$ cat src/rtl/seven_seg_pkg.sv
// Shared definitions for the multiplexed seven-segment display path.
// Segment vectors are {g,f,e,d,c,b,a}, active-low: a 0 lights the segment.
package seven_seg_pkg;

  localparam int NUM_DIGITS = 4;
  localparam int IDX_W      = $clog2(NUM_DIGITS);

  typedef logic [6:0]       seg_t;
  typedef logic [IDX_W-1:0] digit_idx_t;

  localparam seg_t SEG_BLANK = 7'b1111111;
  localparam seg_t SEG_DASH  = 7'b0111111;

  // Full 16-entry nibble table; codes 10..15 are not BCD and show a dash.
  localparam seg_t SEG_TABLE [16] = '{
    7'b1000000,  // 0
    7'b1111001,  // 1
    7'b0100100,  // 2
    7'b0110000,  // 3
    7'b0011001,  // 4
    7'b0010010,  // 5
    7'b0000010,  // 6
    7'b1111000,  // 7
    7'b0000000,  // 8
    7'b0010000,  // 9
    SEG_DASH,    // 10
    SEG_DASH,    // 11
    SEG_DASH,    // 12
    SEG_DASH,    // 13
    SEG_DASH,    // 14
    SEG_DASH     // 15
  };

  // Active-low one-hot anode pattern for the given digit index.
  function automatic logic [NUM_DIGITS-1:0] digit_enable(input digit_idx_t idx);
    digit_enable = ~(NUM_DIGITS'(1) << idx);
  endfunction

endpackage

$ cat src/rtl/bcd_to_seg.sv
// Combinational nibble to seven-segment decoder (active-low segments).
module bcd_to_seg
  import seven_seg_pkg::*;
(
  input  logic [3:0] nibble,
  output seg_t       seg
);

  // Decimal digits use the standard glyphs; anything above 9 renders as a dash.
  always_comb begin
    if (nibble > 4'd9) begin
      seg = SEG_DASH;
    end else begin
      seg = SEG_TABLE[nibble];
    end
  end

endmodule

$ cat src/rtl/bcd_display_mux.sv
// Four-digit time-multiplexed BCD display driver with frame-synchronous
// update: new values wait in a pending register and only reach the display
// register at the 3->0 digit wrap, so a frame never mixes two values.
module bcd_display_mux
  import seven_seg_pkg::*;
#(
  parameter int DIGIT_TICKS = 100000
) (
  input  logic        clk_i,
  input  logic        rst_ni,
  input  logic [15:0] bcd_i,
  input  logic        load_i,
  input  logic [3:0]  dp_i,
  input  logic        lzb_i,
  output logic [3:0]  an_o,
  output logic [6:0]  seg_o,
  output logic        dp_o,
  output logic        pend_o
);

  localparam int CNT_W = $clog2(DIGIT_TICKS);
  localparam logic [CNT_W-1:0] TICK_LAST = CNT_W'(DIGIT_TICKS - 1);
  localparam digit_idx_t       IDX_LAST  = digit_idx_t'(NUM_DIGITS - 1);

  // Stage p0: scan timing, pending and display registers.
  logic [CNT_W-1:0] cnt_p0;
  digit_idx_t       idx_p0;
  logic [15:0]      pend_val_p0;
  logic             pend_p0;
  logic [15:0]      disp_p0;

  // Stage p1: registered pin drivers.
  logic [3:0]       an_p1;
  seg_t             seg_p1;
  logic             dp_p1;

  logic             tick;
  logic             commit;
  logic [3:0]       sel_nibble;
  seg_t             dec_seg;
  logic [3:0]       blank;
  logic [3:0]       nib_zero;

  assign tick   = (cnt_p0 == TICK_LAST);
  assign commit = tick && (idx_p0 == IDX_LAST);

  // Per-digit dwell counter and digit index; the index advances on each tick.
  always_ff @(posedge clk_i) begin
    if (!rst_ni) begin
      cnt_p0 <= '0;
      idx_p0 <= '0;
    end else if (tick) begin
      cnt_p0 <= '0;
      idx_p0 <= idx_p0 + digit_idx_t'(1);
    end else begin
      cnt_p0 <= cnt_p0 + CNT_W'(1);
    end
  end

  // Pending capture and frame-boundary commit; a load on the commit tick
  // bypasses the pending register so it is never left set afterwards.
  always_ff @(posedge clk_i) begin
    if (!rst_ni) begin
      pend_val_p0 <= '0;
      pend_p0     <= 1'b0;
      disp_p0     <= '0;
    end else if (commit) begin
      if (load_i) begin
        disp_p0 <= bcd_i;
      end else if (pend_p0) begin
        disp_p0 <= pend_val_p0;
      end
      pend_p0 <= 1'b0;
    end else if (load_i) begin
      pend_val_p0 <= bcd_i;
      pend_p0     <= 1'b1;
    end
  end

  // Select the nibble for the digit currently being driven.
  assign sel_nibble = disp_p0[{idx_p0, 2'b00} +: 4];

  bcd_to_seg u_dec (
    .nibble (sel_nibble),
    .seg    (dec_seg)
  );

  // Leading-zero blanking: digit k blanks when it and every higher digit are
  // zero; digit 0 always shows so a zero value still displays "0".
  always_comb begin
    for (int k = 0; k < NUM_DIGITS; k++) begin
      nib_zero[k] = (disp_p0[4*k +: 4] == 4'd0);
    end
    blank    = 4'b0000;
    blank[3] = lzb_i & nib_zero[3];
    blank[2] = lzb_i & nib_zero[3] & nib_zero[2];
    blank[1] = lzb_i & nib_zero[3] & nib_zero[2] & nib_zero[1];
  end

  // Register the pin drivers; reset holds every digit and segment dark.
  always_ff @(posedge clk_i) begin
    if (!rst_ni) begin
      an_p1  <= 4'b1111;
      seg_p1 <= SEG_BLANK;
      dp_p1  <= 1'b1;
    end else begin
      an_p1  <= digit_enable(idx_p0);
      seg_p1 <= blank[idx_p0] ? SEG_BLANK : dec_seg;
      dp_p1  <= ~dp_i[idx_p0];
    end
  end

  assign an_o   = an_p1;
  assign seg_o  = seg_p1;
  assign dp_o   = dp_p1;
  assign pend_o = pend_p0;

endmodule

$ cat config.mk
export PLATFORM = sky130hd
export DESIGN_NAME = bcd_display_mux
export DESIGN_NICKNAME = d
export VERILOG_FILES = /design/src/rtl/seven_seg_pkg.sv /design/src/rtl/bcd_to_seg.sv /design/src/rtl/bcd_display_mux.sv
export SDC_FILE = /design/constraint.sdc
export NUM_CORES = 1
export LEC_CHECK = 0
export CAP_MARGIN = 20
export CORE_ASPECT_RATIO = 1.25
export CORE_UTILIZATION = 38
export CTS_CLUSTER_SIZE = 16
export DETAILED_ROUTE_END_ITERATION = 8
export GPL_ROUTABILITY_DRIVEN = 0
export PLACE_DENSITY_LB_ADDON = 0.25
export SYNTH_ARGS = -nofsm -noshare
export SYNTH_HDL_FRONTEND = slang
export SYNTH_SLANG_ARGS = --single-unit
$ cat constraint.sdc
create_clock -name clk_i -period 2 [get_ports clk_i]
set_clock_uncertainty 0.05 [all_clocks]
set_input_delay 0.4 -clock clk_i [delete_from_list [all_inputs] [get_ports clk_i]]
set_output_delay 0.4 -clock clk_i [all_outputs]
set_load 0.02 [all_outputs]
==> results of run 1 <==
## cell usage after synthesis
cell type,number
sky130_fd_sc_hd__a211oi_1,1
sky130_fd_sc_hd__a21boi_0,2
sky130_fd_sc_hd__a21oi_1,10
sky130_fd_sc_hd__a22oi_1,16
sky130_fd_sc_hd__and2_1,18
sky130_fd_sc_hd__and3_1,17
sky130_fd_sc_hd__and4_1,3
sky130_fd_sc_hd__and4_2,2
sky130_fd_sc_hd__and4bb_2,1
sky130_fd_sc_hd__buf_1,1
sky130_fd_sc_hd__buf_12,1
sky130_fd_sc_hd__buf_2,7
sky130_fd_sc_hd__buf_6,3
sky130_fd_sc_hd__clkbuf_1,16
sky130_fd_sc_hd__dfxtp_1,64
sky130_fd_sc_hd__ha_1,10
sky130_fd_sc_hd__inv_1,8
sky130_fd_sc_hd__mux2_2,1
sky130_fd_sc_hd__mux2i_1,17
sky130_fd_sc_hd__mux4_2,5
sky130_fd_sc_hd__nand2_1,40
sky130_fd_sc_hd__nand2_4,1
sky130_fd_sc_hd__nand2b_1,1
sky130_fd_sc_hd__nand3_1,28
sky130_fd_sc_hd__nand4_1,7
sky130_fd_sc_hd__nand4_4,1
sky130_fd_sc_hd__nor2_1,18
sky130_fd_sc_hd__nor2_2,1
sky130_fd_sc_hd__nor2b_1,18
sky130_fd_sc_hd__nor3_1,1
sky130_fd_sc_hd__nor3_4,1
sky130_fd_sc_hd__nor4_1,1
sky130_fd_sc_hd__nor4b_4,1
sky130_fd_sc_hd__o211ai_1,18
sky130_fd_sc_hd__o21ai_0,23
sky130_fd_sc_hd__o21ai_2,1
sky130_fd_sc_hd__o31a_1,1
sky130_fd_sc_hd__or3_1,2
sky130_fd_sc_hd__or4_1,2
sky130_fd_sc_hd__xnor2_1,1
sky130_fd_sc_hd__xor2_1,12
## state kept, by name, summed over array words and instances, names as in the netlist
register     count
cnt_p0          17
disp_p0         16
pend_val_p0     16
seg_o            7
an_o             4
idx_p0           2
dp_o             1
pend_o           1
## per-stage QoR
stage | hold WS, ns | cells | TNS, ns | utilization, %
finish | 0.417 | 550 | -0.00592 | 48.8
floorplan | 0.376 | 382 | 0 | -
detailed placement | 0.398 | 529 | 0 | 45.3
global placement | 0.390 | 529 | 0 | 45.3
global route | 0.447 | 550 | -0.311 | 48.8
CTS | 0.417 | 545 | 0 | 48.0
## routing by layer
metal	up-vias	GRT usage, %
met3	12	3.68
met5	-	0
met2	61	26.6
met1	1301	22.7
li1	1445	-
met4	0	9.05
## power by group through the flow
stage	Clock (mW)	Sequential, mW	Combinational, mW
final	1.28	1.34	0.242
after global routing	1.36	1.34	0.269
after CTS	1.31	1.34	0.244
after detailed placement	0	1.37	0.243
after global placement	0	1.37	0.239
after floorplan	0	1.38	0.131
## repair_timing
item	4_1_cts	5_1_grt
setup buffers	0	5
resized for setup	0	7
endpoints found under the setup margin	0	5
## worst paths after layout
check	endpoint	cells past startpoint	slack (ns)
setup reg to reg	seg_o[0]$_SDFF_PP1_	7	-0.006
setup / recovery	seg_o[0]$_SDFF_PP1_	7	-0.006
hold / removal	cnt_p0[0]$_SDFF_PP0_	1	0.42
hold reg to reg	cnt_p0[0]$_SDFF_PP0_	1	0.42
## layout make-up
class	instances	area, µm²
timing repair buffer	60	586
clock inverter	6	92.6
clock buffer	10	138
tap	120	150
inverter	8	32.5
sequential	64	1280
multi-input combinational	282	1940
fill	853	4430
## cells by family after synthesis
logic type / share of synthesized area (%)
and+or+nand+nor: 27.2
buffers and inverters: 5.42
muxes: 8.72
DFF: 38.0
AOI/OAI and AO/OA: 13.7
xor gates and xnor gates: 3.38
adders and majority gates: 3.71
## worst max-delay path, stage by stage (launching register included)
cell,delay (ns)
sky130_fd_sc_hd__dfxtp_4,0.37
sky130_fd_sc_hd__mux4_2,0.54
sky130_fd_sc_hd__inv_2,0.12
sky130_fd_sc_hd__ha_4,0.16
sky130_fd_sc_hd__nor2_2,0.04
sky130_fd_sc_hd__o31a_1,0.35
sky130_fd_sc_hd__a21oi_1,0.15
sky130_fd_sc_hd__nand3_1,0.09
==> impl_metrics.sql, run 1 <==
INSERT INTO impl_metrics (metric_group, metric, value, unit) VALUES
('status', 'result_of_the_run', 'finished, violations left', ''),
('status', 'violations', 'setup timing', ''),
('synthesis', 'synth.yosys.warnings', '0', ''),
('pwr', 'p_comb_share', '8.5', '%'),
('worst_setup_path', 'critPathArrivalTime', '2.15', 'ns'),
('pwr', 'power_switching', '0.676', 'mW'),
('global_routing', 'grt_overflow', '0', ''),
('drt', 'detailedRoute.firstIterationViolations', '130', ''),
('cells_and_area', 'final_design_area_no_fill', '4220', 'µm²'),
('synthesis', 'synthDominantCellAreaShare', '38.0', '%'),
('drt', 'drt_pass1_iterations', '4', ''),
('global_routing', 'global_route.usage.total', '17.3', '%'),
('synthesis', 'yosysSeqAreaShare', '38.0', '%'),
('floorplan', 'placementRows', '38', ''),
('drt', 'route.layer.met1.wl', '3.54', 'mm'),
('synthesis', 'synth_seq_cells', '64', ''),
('pwr', 'leakagePower', '1.58', 'nW'),
('synthesis', 'synth_area_leader_cell', 'sky130_fd_sc_hd__dfxtp_1', ''),
('cells_and_area', 'drive_above_1_share', '14.7', '%'),
('synthesis', 'mapped_nets', '416', ''),
('drt', 'postRouteAntennaNets', '0', ''),
('floorplan', 'floorplan_core_area', '8650', 'µm²'),
('synthesis', 'netlist_area_before_placement', '3370', 'µm²'),
('global_routing', 'via_count_of_the_first_global_routing_pass', '2606', ''),
('global_routing', 'antenna_violations_before_repair', '0', ''),
('clock_network', 'total_cts_buffers', '9', ''),
('timing', 'finalSetupViolations', '1', ''),
('cells_and_area', 'most_used_cells_in_the_layout_excluding_fill_and_tap_cells', 'sky130_fd_sc_hd__dfxtp_1, sky130_fd_sc_hd__nand2_1, sky130_fd_sc_hd__clkdlybuf4s50_1', ''),
('global_routing', 'grt_first_pass_wirelength', '12.6', 'mm'),
('pwr', 'p_int', '2.18', 'mW'),
('placement', 'dp_hpwl', '5.14', 'mm'),
('clock_network', 'clk_pin_slew_worst_paths', '0.08', 'ns'),
('worst_setup_path', 'cp-start-kind', 'flip-flop', ''),
('pwr', 'swShare', '23.7', '%'),
('drt', 'totalWireLength', '7.58', 'mm'),
('timing', 'worst_setup_slack_after_layout', '-0.00592', 'ns'),
('cells_and_area', 'area_delta_synth_final', '25.2', '%'),
('pwr', 'vdd_ir_drop_max', '302', 'µV'),
('clock_network', 'clk_path_buf_depth', '2', ''),
('worst_setup_path', 'worst_ep_required_time', '2.15', 'ns'),
('worst_setup_path', 'setup.worst_path.end_class', 'flip-flop', ''),
('worst_setup_path', 'criticalPathCategory', 'reg -> reg', ''),
('global_routing', 'grt_start_max_net_pins', '68', ''),
('timing', 'finalCritPeriodShare', '100', '%'),
('synthesis', 'synth.area.top_cells', 'sky130_fd_sc_hd__dfxtp_1, sky130_fd_sc_hd__mux2i_1, sky130_fd_sc_hd__nand2_1, sky130_fd_sc_hd__nand3_1, sky130_fd_sc_hd__o211ai_1', ''),
('pwr', 'power_density', '677', 'nW/µm²'),
('floorplan', 'number_of_ports_placed_on_the_die_boundary', '37', ''),
('clock_network', 'clock_insertion_delay_worst_skew', '0.34', 'ns'),
('floorplan', 'floorplan.die.width', '86.3', 'µm'),
('drt', 'dr_total_vias', '2819', ''),
('timing', 'report.final.slew_viol_count', '0', ''),
('drt', 'dr_wl_met2', '3.60', 'mm'),
('timing', 'timing_worst_slew_pin_value', '0.568', 'ns'),
('placement', 'standard_cell_area_after_detailed_placement', '3920', 'µm²'),
('floorplan', 'starting_density', '39.0', '%'),
('placement', 'pre_cts_ws', '0.0427', 'ns'),
('synthesis', 'synth_area_per_cell', '8.83', 'µm²'),
('timing', 'hold_violations', '0', ''),
('placement', 'count_of_port_buffers_added_during_placement', '36', ''),
('timing', 'fmaxAchievable', '499', 'MHz'),
('timing', 'timing.slew.headroom', '62.0', '%'),
('pwr', 'power.share.clock', '44.8', '%'),
('floorplan', 'fp.dieArea', '9260', 'µm²'),
('clock_network', 'sink_count', '64', ''),
('worst_setup_path', 'timing.rr.start', 'idx_p0[0]$_SDFFE_PN0P_', ''),
('drt', 'viasPerCell', '5.13', ''),
('clock_network', 'cts_tree', 'yes', ''),
('drt', 'routedWlPerCell', '13.8', 'µm'),
('cells_and_area', 'antenna-diode-count', '0', ''),
('drt', 'top_signal_layer_used', 'met4', ''),
('drt', 'post-route-drc-count', '0', '');
(Power assumes the default switching activity.)
==> run 2: changes to the inputs <==
--- a/config.mk
+++ b/config.mk
@@ -8,6 +8,7 @@
 export CAP_MARGIN = 20
 export CORE_ASPECT_RATIO = 1.25
 export CORE_UTILIZATION = 38
+export CTS_CLUSTER_DIAMETER = 150
 export CTS_CLUSTER_SIZE = 16
 export DETAILED_ROUTE_END_ITERATION = 8
 export GPL_ROUTABILITY_DRIVEN = 0
==> results of run 2 <==
The final DEF is identical to that of run 1; final timing and power are the same.
==> run 3: changes to the inputs <==
--- a/config.mk
+++ b/config.mk
@@ -6,7 +6,6 @@
 export NUM_CORES = 1
 export LEC_CHECK = 0
 export CAP_MARGIN = 20
-export CORE_ASPECT_RATIO = 1.25
 export CORE_UTILIZATION = 38
 export CTS_CLUSTER_DIAMETER = 150
 export CTS_CLUSTER_SIZE = 16
==> run 3 against run 2 <==
  * The flow now finishes without violations
  * Die area is essentially flat
  * Global-route usage rose by 0.065 points
  * Total power fell by 11%
  * Critical path type unchanged
==> impl_metrics.sql, run 3 (synthesized netlist as in run 1, its figures left out) <==
INSERT INTO impl_metrics (metric_group, metric, value, unit) VALUES
('timing', 'finalSetupViolations', '0', ''),
('cells_and_area', 'regs_by_ff_count', 'cnt_p0 x17, disp_p0 x16, pend_val_p0 x16', ''),
('drt', 'postRouteAntennaNets', '0', ''),
('cells_and_area', 'register_containing_the_most_flip_flops_in_the_final_layout', 'cnt_p0', ''),
('cells_and_area', 'largest_reg_flops', '17', ''),
('global_routing', 'antenna_violations_before_repair', '0', ''),
('pwr', 'leakagePower', '1.58', 'nW'),
('floorplan', 'placementRows', '34', ''),
('min_path', 'hold_class', 'reg -> reg', ''),
('run', 'max_cap_viol_count', '0', ''),
('cells_and_area', 'drive_above_1_share', '15.2', '%'),
('pwr', 'power_density', '606', 'nW/µm²'),
('global_routing', 'grt_start_max_net_pins', '97', ''),
('worst_setup_path', 'worst_ep_required_time', '2.16', 'ns'),
('worst_setup_path', 'critPathArrivalTime', '2.09', 'ns'),
('cells_and_area', 'instances_no_fill', '541', ''),
('timing', 'fmaxAchievable', '516', 'MHz'),
('worst_setup_path', 'setup.worst_path.end_class', 'flip-flop', ''),
('drt', 'routedWlPerCell', '14.1', 'µm'),
('floorplan', 'floorplan.die.width', '96.2', 'µm'),
('pwr', 'vdd_ir_drop_max', '334', 'µV'),
('cells_and_area', 'n_fill_cell', '831', ''),
('clock_network', 'clk_path_buf_depth', '2', ''),
('clock_network', 'htree_num_levels', '3', ''),
('floorplan', 'fp.dieArea', '9260', 'µm²'),
('timing', 'hold_violations', '0', ''),
('placement', 'standard_cell_area_after_detailed_placement', '3940', 'µm²'),
('floorplan', 'die-height', '96.2', 'µm'),
('global_routing', 'global_route.usage.total', '17.4', '%'),
('placement', 'dpl.cell_count', '521', ''),
('timing', 'timing_worst_slew_pin_value', '0.569', 'ns'),
('cells_and_area', 'antenna-diode-count', '0', ''),
('floorplan', 'starting_density', '39.1', '%'),
('timing', 'unrepaired_setup_endpoints_after_global_routing', 'yes', ''),
('global_routing', 'grt_overflow', '0', ''),
('cells_and_area', 'post_layout_utilization_of_the_core', '48.4', '%'),
('cells_and_area', 'number_of_nets_in_the_layout', '463', ''),
('cells_and_area', 'area_delta_synth_final', '24.0', '%'),
('worst_setup_path', 'reg2reg_setup_slack', '0.06', 'ns'),
('drt', 'dr_total_vias', '2862', ''),
('placement', 'dp_hpwl', '5.04', 'mm'),
('drt', 'detailedRoute.firstIterationViolations', '144', ''),
('drt', 'drt_pass1_iterations', '4', ''),
('drt', 'totalWireLength', '7.62', 'mm'),
('worst_setup_path', 'criticalPathCategory', 'reg -> reg', ''),
('clock_network', 'clk_pin_slew_worst_paths', '0.07', 'ns'),
('floorplan', 'number_of_ports_placed_on_the_die_boundary', '37', ''),
('worst_setup_path', 'cp-start-kind', 'flip-flop', ''),
('timing', 'report.final.slew_viol_count', '0', ''),
('status', 'result_of_the_run', 'finished, final reports clean', ''),
('global_routing', 'via_count_of_the_first_global_routing_pass', '2577', ''),
('drt', 'post-route-drc-count', '0', ''),
('clock_network', 'cts_tree', 'yes', ''),
('cells_and_area', 'final_design_area_no_fill', '4180', 'µm²'),
('cells_and_area', 'multi_input_comb_area', '1940', 'µm²'),
('timing', 'worst_setup_slack_after_layout', '0.0633', 'ns'),
('clock_network', 'cts_root_buf', 'sky130_fd_sc_hd__clkbuf_8', ''),
('placement', 'pre_cts_ws', '-0.200', 'ns'),
('global_routing', 'grt_first_pass_wirelength', '12.4', 'mm'),
('timing', 'time_the_worst_path_needs_with_i_o_delays_and_setup', '1.94', 'ns'),
('worst_setup_path', 'worst-path-max-fanout', '5', ''),
('clock_network', 'clock_insertion_delay_worst_skew', '0.34', 'ns'),
('pwr', 'power.total', '2.54', 'mW'),
('floorplan', 'floorplan_core_area', '8640', 'µm²'),
('timing', 'finalHoldWorstSlack', '0.428', 'ns'),
('clock_network', 'post_cts_hold_buffer_count', '0', ''),
('cells_and_area', 'most_used_cells_in_the_layout_excluding_fill_and_tap_cells', 'sky130_fd_sc_hd__dfxtp_1, sky130_fd_sc_hd__nand2_1, sky130_fd_sc_hd__clkdlybuf4s50_1', ''),
('placement', 'count_of_port_buffers_added_during_placement', '36', ''),
('clock_network', 'total_cts_buffers', '9', ''),
('timing', 'timing.slew.headroom', '61.9', '%'),
('cells_and_area', 'seq_area', '1280', 'µm²'),
('cells_and_area', 'mostFrequentLayoutCell', 'sky130_fd_sc_hd__dfxtp_1', ''),
('timing', 'setup_tns', '0', 'ns'),
('timing', 'finalCritPeriodShare', '96.8', '%'),
('drt', 'viasPerCell', '5.29', ''),
('clock_network', 'sink_count', '64', '');
## run 3: worst paths after layout
check | from | to | depth (start not counted)
max | idx_p0[0]$_SDFFE_PN0P_ | seg_o[0]$_SDFF_PP1_ | 7
min | disp_p0[3]$_SDFFE_PN0P_ | disp_p0[3]$_SDFFE_PN0P_ | 2
max reg2reg | idx_p0[0]$_SDFFE_PN0P_ | seg_o[0]$_SDFF_PP1_ | 7
min reg2reg | disp_p0[3]$_SDFFE_PN0P_ | disp_p0[3]$_SDFFE_PN0P_ | 2
## run 3: cell type report
| type | count | area share, % |
|---|---|---|
| Inverter | 8 | 0.778 |
| Clock buffer | 9 | 2.96 |
| Sequential cell | 64 | 30.7 |
| Timing Repair Buffer | 64 | 15.0 |
| Clock inverter | 6 | 0.897 |
| Tap cell | 108 | 3.23 |
| Multi-Input combinational cell | 282 | 46.4 |
## run 3: worst max-delay path, cell delays in order, from the launching register on
cell and delay, ns:
sky130_fd_sc_hd__dfxtp_4 0.38, sky130_fd_sc_hd__mux4_2 0.55, sky130_fd_sc_hd__inv_4 0.12, sky130_fd_sc_hd__ha_4 0.15, sky130_fd_sc_hd__nor2_1 0.04, sky130_fd_sc_hd__o31a_1 0.30, sky130_fd_sc_hd__a21oi_1 0.14, sky130_fd_sc_hd__nand3_1 0.08
## run 3: timing repair
item	CTS	global route
setup endpoints to repair	21	5
buffers inserted	2	3
gates resized for setup	1	6
pin swaps	1	0
## run 3: layer usage
metal	GRT usage, %	up-vias	wire, µm
met4	8.46	0	168
met2	26.2	70	3310
met1	23.6	1325	3840
met3	3.40	17	308
li1	-	1450	-
met5	0	-	0
## run 3: report_power, final
group	internal [mW]	switching [mW]
Sequential	1.32	0.0179
Clock	0.435	0.515
Combinational	0.129	0.122
Total	1.88	0.654
